<file path="config.mk">
export PLATFORM = sky130hd
export DESIGN_NAME = fch_sram_bridge
export DESIGN_NICKNAME = d
export VERILOG_FILES = /design/src/rtl/fch_sram_bridge.sv
export SDC_FILE = /design/constraint.sdc
export NUM_CORES = 1
export LEC_CHECK = 0
export ABC_AREA = 1
export CELL_PAD_IN_SITES_DETAIL_PLACEMENT = 1
export CELL_PAD_IN_SITES_GLOBAL_PLACEMENT = 1
export CORE_ASPECT_RATIO = 0.7
export CORE_MARGIN = 5
export CORE_UTILIZATION = 34
export CTS_BUF_LIST = sky130_fd_sc_hd__clkbuf_4
export CTS_CLUSTER_SIZE = 14
export DETAILED_ROUTE_END_ITERATION = 6
export GPL_ROUTABILITY_DRIVEN = 1
export PLACE_DENSITY_LB_ADDON = 0.1
export SLEW_MARGIN = 0
export SYNTH_ARGS = -nofsm -noshare
export SYNTH_HDL_FRONTEND = slang
export SYNTH_SLANG_ARGS = --single-unit
</file>
<file path="constraint.sdc">
create_clock -name clk -period 3.3 [get_ports clk]
set_input_delay 0.33 -clock clk [delete_from_list [all_inputs] [get_ports clk]]
set_output_delay 0.33 -clock clk [all_outputs]
set_load 0.01 [all_outputs]
</file>
<file path="src/rtl/fch_sram_bridge.sv">
// Instruction-fetch bridge: fetch request/response channels to a single-port SRAM
// with one-cycle read latency, plus an in-order response buffer for back-pressure.
module fch_sram_bridge #(
  parameter int ADDR_WIDTH = 12,
  parameter int RSP_DEPTH  = 2
) (
  input  logic                  clk,
  input  logic                  rst_n,
  input  logic                  i_fch_req_vld,
  output logic                  o_fch_req_rdy,
  input  logic [31:0]           i_fch_req_pc,
  output logic                  o_fch_rsp_vld,
  input  logic                  i_fch_rsp_rdy,
  output logic [31:0]           o_fch_rsp_ir,
  output logic                  sram_cs,
  output logic [ADDR_WIDTH-1:0] sram_addr,
  input  logic [31:0]           sram_rdata
);

  localparam int PTR_W = (RSP_DEPTH > 2) ? $clog2(RSP_DEPTH) : 1;
  localparam int CNT_W = $clog2(RSP_DEPTH + 1);
  localparam logic [CNT_W-1:0] DEPTH_C  = CNT_W'(RSP_DEPTH);
  localparam logic [PTR_W-1:0] LAST_PTR = PTR_W'(RSP_DEPTH - 1);
  localparam logic [32:0]      PC_LIMIT = 33'(64'd4 << ADDR_WIDTH);

  logic             r_rd_pend;
  logic             r_rd_oor;
  logic [CNT_W-1:0] r_fifo_cnt;
  logic [PTR_W-1:0] r_wr_ptr;
  logic [PTR_W-1:0] r_rd_ptr;
  logic [31:0]      r_fifo_mem [RSP_DEPTH];

  logic             w_fifo_empty;
  logic [CNT_W-1:0] w_occ;
  logic [31:0]      w_rd_data;
  logic             w_rsp_vld;
  logic [31:0]      w_rsp_ir;
  logic             w_rsp_hsk;
  logic             w_req_rdy;
  logic             w_req_hsk;
  logic             w_in_range;
  logic             w_push;
  logic             w_pop;

  function automatic logic [PTR_W-1:0] ptr_inc(input logic [PTR_W-1:0] p);
    if (p == LAST_PTR) begin
      return {PTR_W{1'b0}};
    end else begin
      return p + PTR_W'(1);
    end
  endfunction

  // Response selection (FIFO head or bypass of the pending read) and handshakes.
  always_comb begin
    w_fifo_empty = (r_fifo_cnt == {CNT_W{1'b0}});
    w_occ        = r_fifo_cnt + CNT_W'(r_rd_pend);
    w_rd_data    = r_rd_oor ? 32'h0000_0000 : sram_rdata;
    w_in_range   = ({1'b0, i_fch_req_pc} < PC_LIMIT);
    if (w_fifo_empty) begin
      w_rsp_vld = rst_n & r_rd_pend;
      w_rsp_ir  = w_rd_data;
    end else begin
      w_rsp_vld = rst_n;
      w_rsp_ir  = r_fifo_mem[r_rd_ptr];
    end
    w_rsp_hsk = w_rsp_vld & i_fch_rsp_rdy;
    // A pop this cycle frees a slot, so rdy may rise while full.
    w_req_rdy = rst_n & ((w_occ < DEPTH_C) | w_rsp_hsk);
    w_req_hsk = i_fch_req_vld & w_req_rdy;
    w_pop     = w_rsp_hsk & ~w_fifo_empty;
    w_push    = rst_n & r_rd_pend & ~(w_fifo_empty & w_rsp_hsk);
  end

  assign o_fch_req_rdy = w_req_rdy;
  assign o_fch_rsp_vld = w_rsp_vld;
  assign o_fch_rsp_ir  = w_rsp_ir;
  assign sram_cs       = w_req_hsk & w_in_range;
  assign sram_addr     = i_fch_req_pc[ADDR_WIDTH+1:2];

  // Pending-read flags, FIFO pointers and count.
  always_ff @(posedge clk) begin
    if (!rst_n) begin
      r_rd_pend  <= 1'b0;
      r_rd_oor   <= 1'b0;
      r_fifo_cnt <= {CNT_W{1'b0}};
      r_wr_ptr   <= {PTR_W{1'b0}};
      r_rd_ptr   <= {PTR_W{1'b0}};
    end else begin
      r_rd_pend  <= w_req_hsk;
      r_rd_oor   <= w_req_hsk & ~w_in_range;
      r_fifo_cnt <= r_fifo_cnt + CNT_W'(w_push) - CNT_W'(w_pop);
      if (w_push) begin
        r_wr_ptr <= ptr_inc(r_wr_ptr);
      end
      if (w_pop) begin
        r_rd_ptr <= ptr_inc(r_rd_ptr);
      end
    end
  end

  // Response buffer storage; contents are only meaningful under the count.
  always_ff @(posedge clk) begin
    if (w_push) begin
      r_fifo_mem[r_wr_ptr] <= w_rd_data;
    end
  end

endmodule

</file>
=== Word-level counts from Yosys, hierarchy flattened ===
Memory sizes are Yosys's and may differ from the RTL's. A register that Yosys moved wholly into a read port is not among the register bits.
Cells that the tools add are included.

* Add/subtract/negate cells: 5
* $mul: 0
* Div/mod/pow operators: 0
* Magnitude comparators: 2
* Eq/ne operators: 0
* Shift operators: 0
* Muxes and demuxes: 9
* Bitwise operators: 13
* Reduce and logical (&&, ||, !) cells: 1

{| class="wikitable"
|+ Operators by type and width
! operator !! count
|-
| 2-to-1 mux 32 bit || 2
|-
| < comparator 32 x 15 -> 1 bit, second input constant || 1
|-
| AND 1 bit || 9
|-
| 2-to-1 mux 1 bit || 7
|-
| adder 2 x 1 -> 2 bit || 2
|-
| NOT 1 bit || 3
|-
| adder 1 bit, second input constant || 2
|-
| logical NOT 2 bit || 1
|-
| < comparator 2 bit, second input constant || 1
|-
| subtractor 2 x 1 -> 2 bit || 1
|-
| OR 1 bit || 1
|}

* Register bits: 6
* Latch bits: 0
* Bits in writable memories: 64
* Memory bits (read-only): 0
* Logic and storage cells: 36
* Memories kept: 1

{| class="wikitable"
|+ Memory list
! memory !! words !! width !! read ports !! clocked after memory_dff !! write ports !! RTL line !! source
|-
| r_fifo_mem || 2 || 32 || 1 || 1 || 1 || 31 || <nowiki>logic [31:0] r_fifo_mem [RSP_DEPTH];</nowiki>
|}

=== Longest topological paths before layout ===
* Word-level depth: 8
* Gate-level depth with buffers: 10

=== Least setup slack after synthesis ===
OpenSTA, ideal clock, no wires.

* Path type: flip-flop to flip-flop
* Start: register r_fifo_cnt[1]
* End: memory r_fifo_mem[0][0] (enable)
* Library setup time: 0.421 ns
* Data arrival time: 2.053 ns
* Setup slack: 0.826 ns
* Cell stages (with the launch flop): 6
* Buffers on the path: 1
* Cell sequence: dfxtp_1 > nor2_2 > buf_6 > nand2_2 > nand2_2 > nor2_1

* Longest elaborated chain between the ends: 8

{| class="wikitable"
|+ Ends and longest elaborated chain
! element !! RTL line !! source
|-
| start: declaration || 28 || <nowiki>logic [CNT_W-1:0] r_fifo_cnt;</nowiki>
|-
| start signal: assignment || 85 || <nowiki>r_fifo_cnt <= {CNT_W{1'b0}};</nowiki>
|-
| start signal: assignment || 91 || <nowiki>r_fifo_cnt <= r_fifo_cnt + CNT_W'(w_push) - CNT_W'(w_pop);</nowiki>
|-
| logical NOT 2 bit (*) || 55 || <nowiki>w_fifo_empty = (r_fifo_cnt == {CNT_W{1'b0}});</nowiki>
|-
| 2-to-1 mux 1 bit || 59 || <nowiki>if (w_fifo_empty) begin</nowiki>
|-
| AND 1 bit || 66 || <nowiki>w_rsp_hsk = w_rsp_vld & i_fch_rsp_rdy;</nowiki>
|-
| AND 1 bit (*) || 71 || <nowiki>w_push = rst_n & r_rd_pend & ~(w_fifo_empty & w_rsp_hsk);</nowiki>
|-
| NOT 1 bit (*) || 71 ||
|-
| AND 1 bit (*) || 71 ||
|-
| 2-to-1 mux 1 bit (*) || 103 || <nowiki>if (w_push) begin</nowiki>
|-
| 2-to-1 mux 1 bit (not written as such) (*) || 104 || <nowiki>r_fifo_mem[r_wr_ptr] <= w_rd_data;</nowiki>
|-
| end: declaration || 31 ||
|}

Mark *: on every way between the ends. The rest lies on a longest branch, timed or not.

=== Worst setup path after layout ===
* Start: register r_rd_oor
* End: output o_fch_rsp_ir[20]

* Longest elaborated chain between the ends: 2

{| class="wikitable"
|+ Ends and longest elaborated chain
! element !! RTL line !! source
|-
| start: declaration || 27 || <nowiki>logic r_rd_oor;</nowiki>
|-
| start signal: assignment || 90 || <nowiki>r_rd_oor <= w_req_hsk & ~w_in_range;</nowiki>
|-
| 2-to-1 mux 32 bit || 57 || <nowiki>w_rd_data = r_rd_oor ? 32'h0000_0000 : sram_rdata;</nowiki>
|-
| via w_rd_data[20] || 35 || <nowiki>logic [31:0] w_rd_data;</nowiki>
|-
| 2-to-1 mux 32 bit || 59 ||
|-
| end: declaration || 14 || <nowiki>output logic [31:0] o_fch_rsp_ir,</nowiki>
|}

The timed path passes the listed nets, and every way through them passes these cells.

==> reports/metrics.yaml <==
fillers: 1157
synth-seq-area-share_pct: 59.49
place.gp.congestion: 0.6934
setup_tns_ns: 0
first_global_vias: 2780
syn_area_per_cell_sq_um: 9.002
critPathMaxFanout: 17
ys_types: 21
grt_pass1_wl_mm: 13.07
antenna_cells: 0
finalMaxSlewViolations: 0
drive_gt1_share_pct: 7.051
hold_ws_ns: 0.5195
dr.pass1.iters: 4
post-route-min-period_ns: 2.758
core_sq_um: 9834
hp-class: "reg2reg"
fp.dieArea_sq_um: 12340
clock_latency_ns: 0.42
max_freq_mhz: 362.6
layout_common_cells: "88 x clkdlybuf4s50_1, 78 x nand2_1, 76 x inv_1"
wl_per_cell_microns: 13.45
cts_sinks: 71
cts_hold_buffers: 0
hpwlAfterDp_mm: 5.692
end_kind: "output port"
irDropWorstVdd_v: 0.0002340
design_area_sq_um: 4598
grt_max_degree: 38
antenna_left: 0
mostFrequentLayoutCell: "clkdlybuf4s50_1"
maxCapViolCount: 0
die_w_microns: 130.7
antenna_found_initial: 0
postLayoutCoreUtil_pct: 46.76
p_per_area_nw_per_um2: 463.0
nets: 533
synth_area_sq_um: 3466
finalSetupViolCount: 0
area_growth_pct: 32.67
syn-num-nets: 455
gr-total-overflow: 0
finalHoldViolations: 0
vias: 2655
synth.top_cell.area_share_pct: 55.45
worstSetupPathType: "reg2out"
fp.dieH_microns: 94.47
cts_resized: 0
post_dp_cell_area_sq_um: 4412
slew_headroom_pct: 49.71
drt_iter0_drc: 69
period_share_pct: 83.57
h-tree-depth: 3
rsz0062_at_grt: "false"
p_leak_uw: 0.001909
worst_clock_skew_ns: 0.01413
clockBufferDepth: 2
synth_area_leaders: "edfxtp_1 55%, o21ai_0 9.0%, nand2_1 8.4%"
synth_seq_cells: 71
clockRootBuffer: "clkbuf_4"
portBuffers: 88
ys_warn_count: 0
yosys.area.top_type: "edfxtp_1"
path_clk_slew_ns: 0.11
place_ws_ns: 0.8016
cts_tree: "built"
arrival_ns: 2.43
syn_inst: 385
status: "completed"
start_util_pct: 35.24
boundaryPins: 115
drc_errors: 0
placementRows: 30
viasPerCell: 4.455
worst_pin_slew_ns: 0.7533
cp.required_ns: 2.97
cts_setup_buffers: 0
timing.final.ws_setup_ns: 0.5423
drt_wl_total_mm: 8.018
grt_use_total_pct: 13.74
startpoint_type: "flip-flop"
cts_made_buffers: 9
-- synth_stat cells --
master and count:
nand3_1 3, buf_4 15, nand3_2 2, xnor2_1 1
o21ai_0 62, edfxtp_1 64, clkbuf_2 3, nor2_1 48
nand2_1 78, xor2_1 1, dfxtp_1 7, clkbuf_1 2
buf_2 8, ha_1 2, inv_1 76, o21ai_1 3
nor3_2 1, buf_6 1, nand2_2 3, a21oi_1 3
nor2_2 2
-- per-stage QoR --
stage | total power [uW] | instances
4_1_cts | 2162 | 596
3_5_place_dp | 1454 | 580
5_1_grt | 2241 | 596
3_3_place_gp | 1446 | 580
6_report | 2129 | 596
2_1_floorplan | 1233 | 385
-- power by group --
group	switching (uW)	internal [uW]
sequential	17.4	1000
combinational	194	213
clock	317	386
total	528	1600
-- kinds of logic after synthesis --
kind of cell / Yosys count / share of synthesized area [%]
DFF: 71 / 59.49
adders and majority gates: 2 / 0.7219
AOI/OAI and AO/OA: 68 / 9.819
and+or+nand+nor: 137 / 15.85
buffers and inverters: 105 / 13.61
xor gates and xnor gates: 2 / 0.5055
-- registers in the layout (all words and copies together) (netlist names), named ones only --
signal	cells
r_fifo_cnt	2
r_fifo_mem	64
r_rd_oor	1
r_rd_pend	1
r_rd_ptr	1
r_wr_ptr	1
-- worst max-delay path, cell delays in order (launching register included) --
cell and delay [ns]:
dfxtp_1 0.82, buf_4 0.37, nor2_1 0.13, nand2_1 0.07, o21ai_0 0.11, clkdlybuf4s50_1 0.51
-- worst paths after layout --
check                      to  slack (ns)  cells after the start     startpoint
max          o_fch_rsp_ir[20]        0.54                      5       r_rd_oor
min                  r_rd_ptr        0.52                      2       r_rd_ptr
max reg2reg  r_fifo_mem[1][7]        1.24                      6  r_fifo_cnt[1]
min reg2reg          r_rd_ptr        0.52                      2       r_rd_ptr
-- cell type report --
type	instances	area, sq um	share of cell area (%)
Multi-Input combinational cell	209	949.7	20.65
Clock inverter	7	118.9	2.585
Sequential cell	71	2063	44.87
Clock buffer	9	67.56	1.469
Inverter	76	285.3	6.204
Tap cell	128	160.2	3.483
Timing Repair Buffer	96	953.4	20.73
-- routing by layer --
layer  routed length, microns  track usage (%)  vias up
li1                         -                -     1359
met1                     3651            17.16     1220
met2                     3751            22.41       65
met3                      526            5.088       11
met4                       89            3.938        0
met5                        0                0        -
No activity file was read; power rests on OpenSTA's default activity.
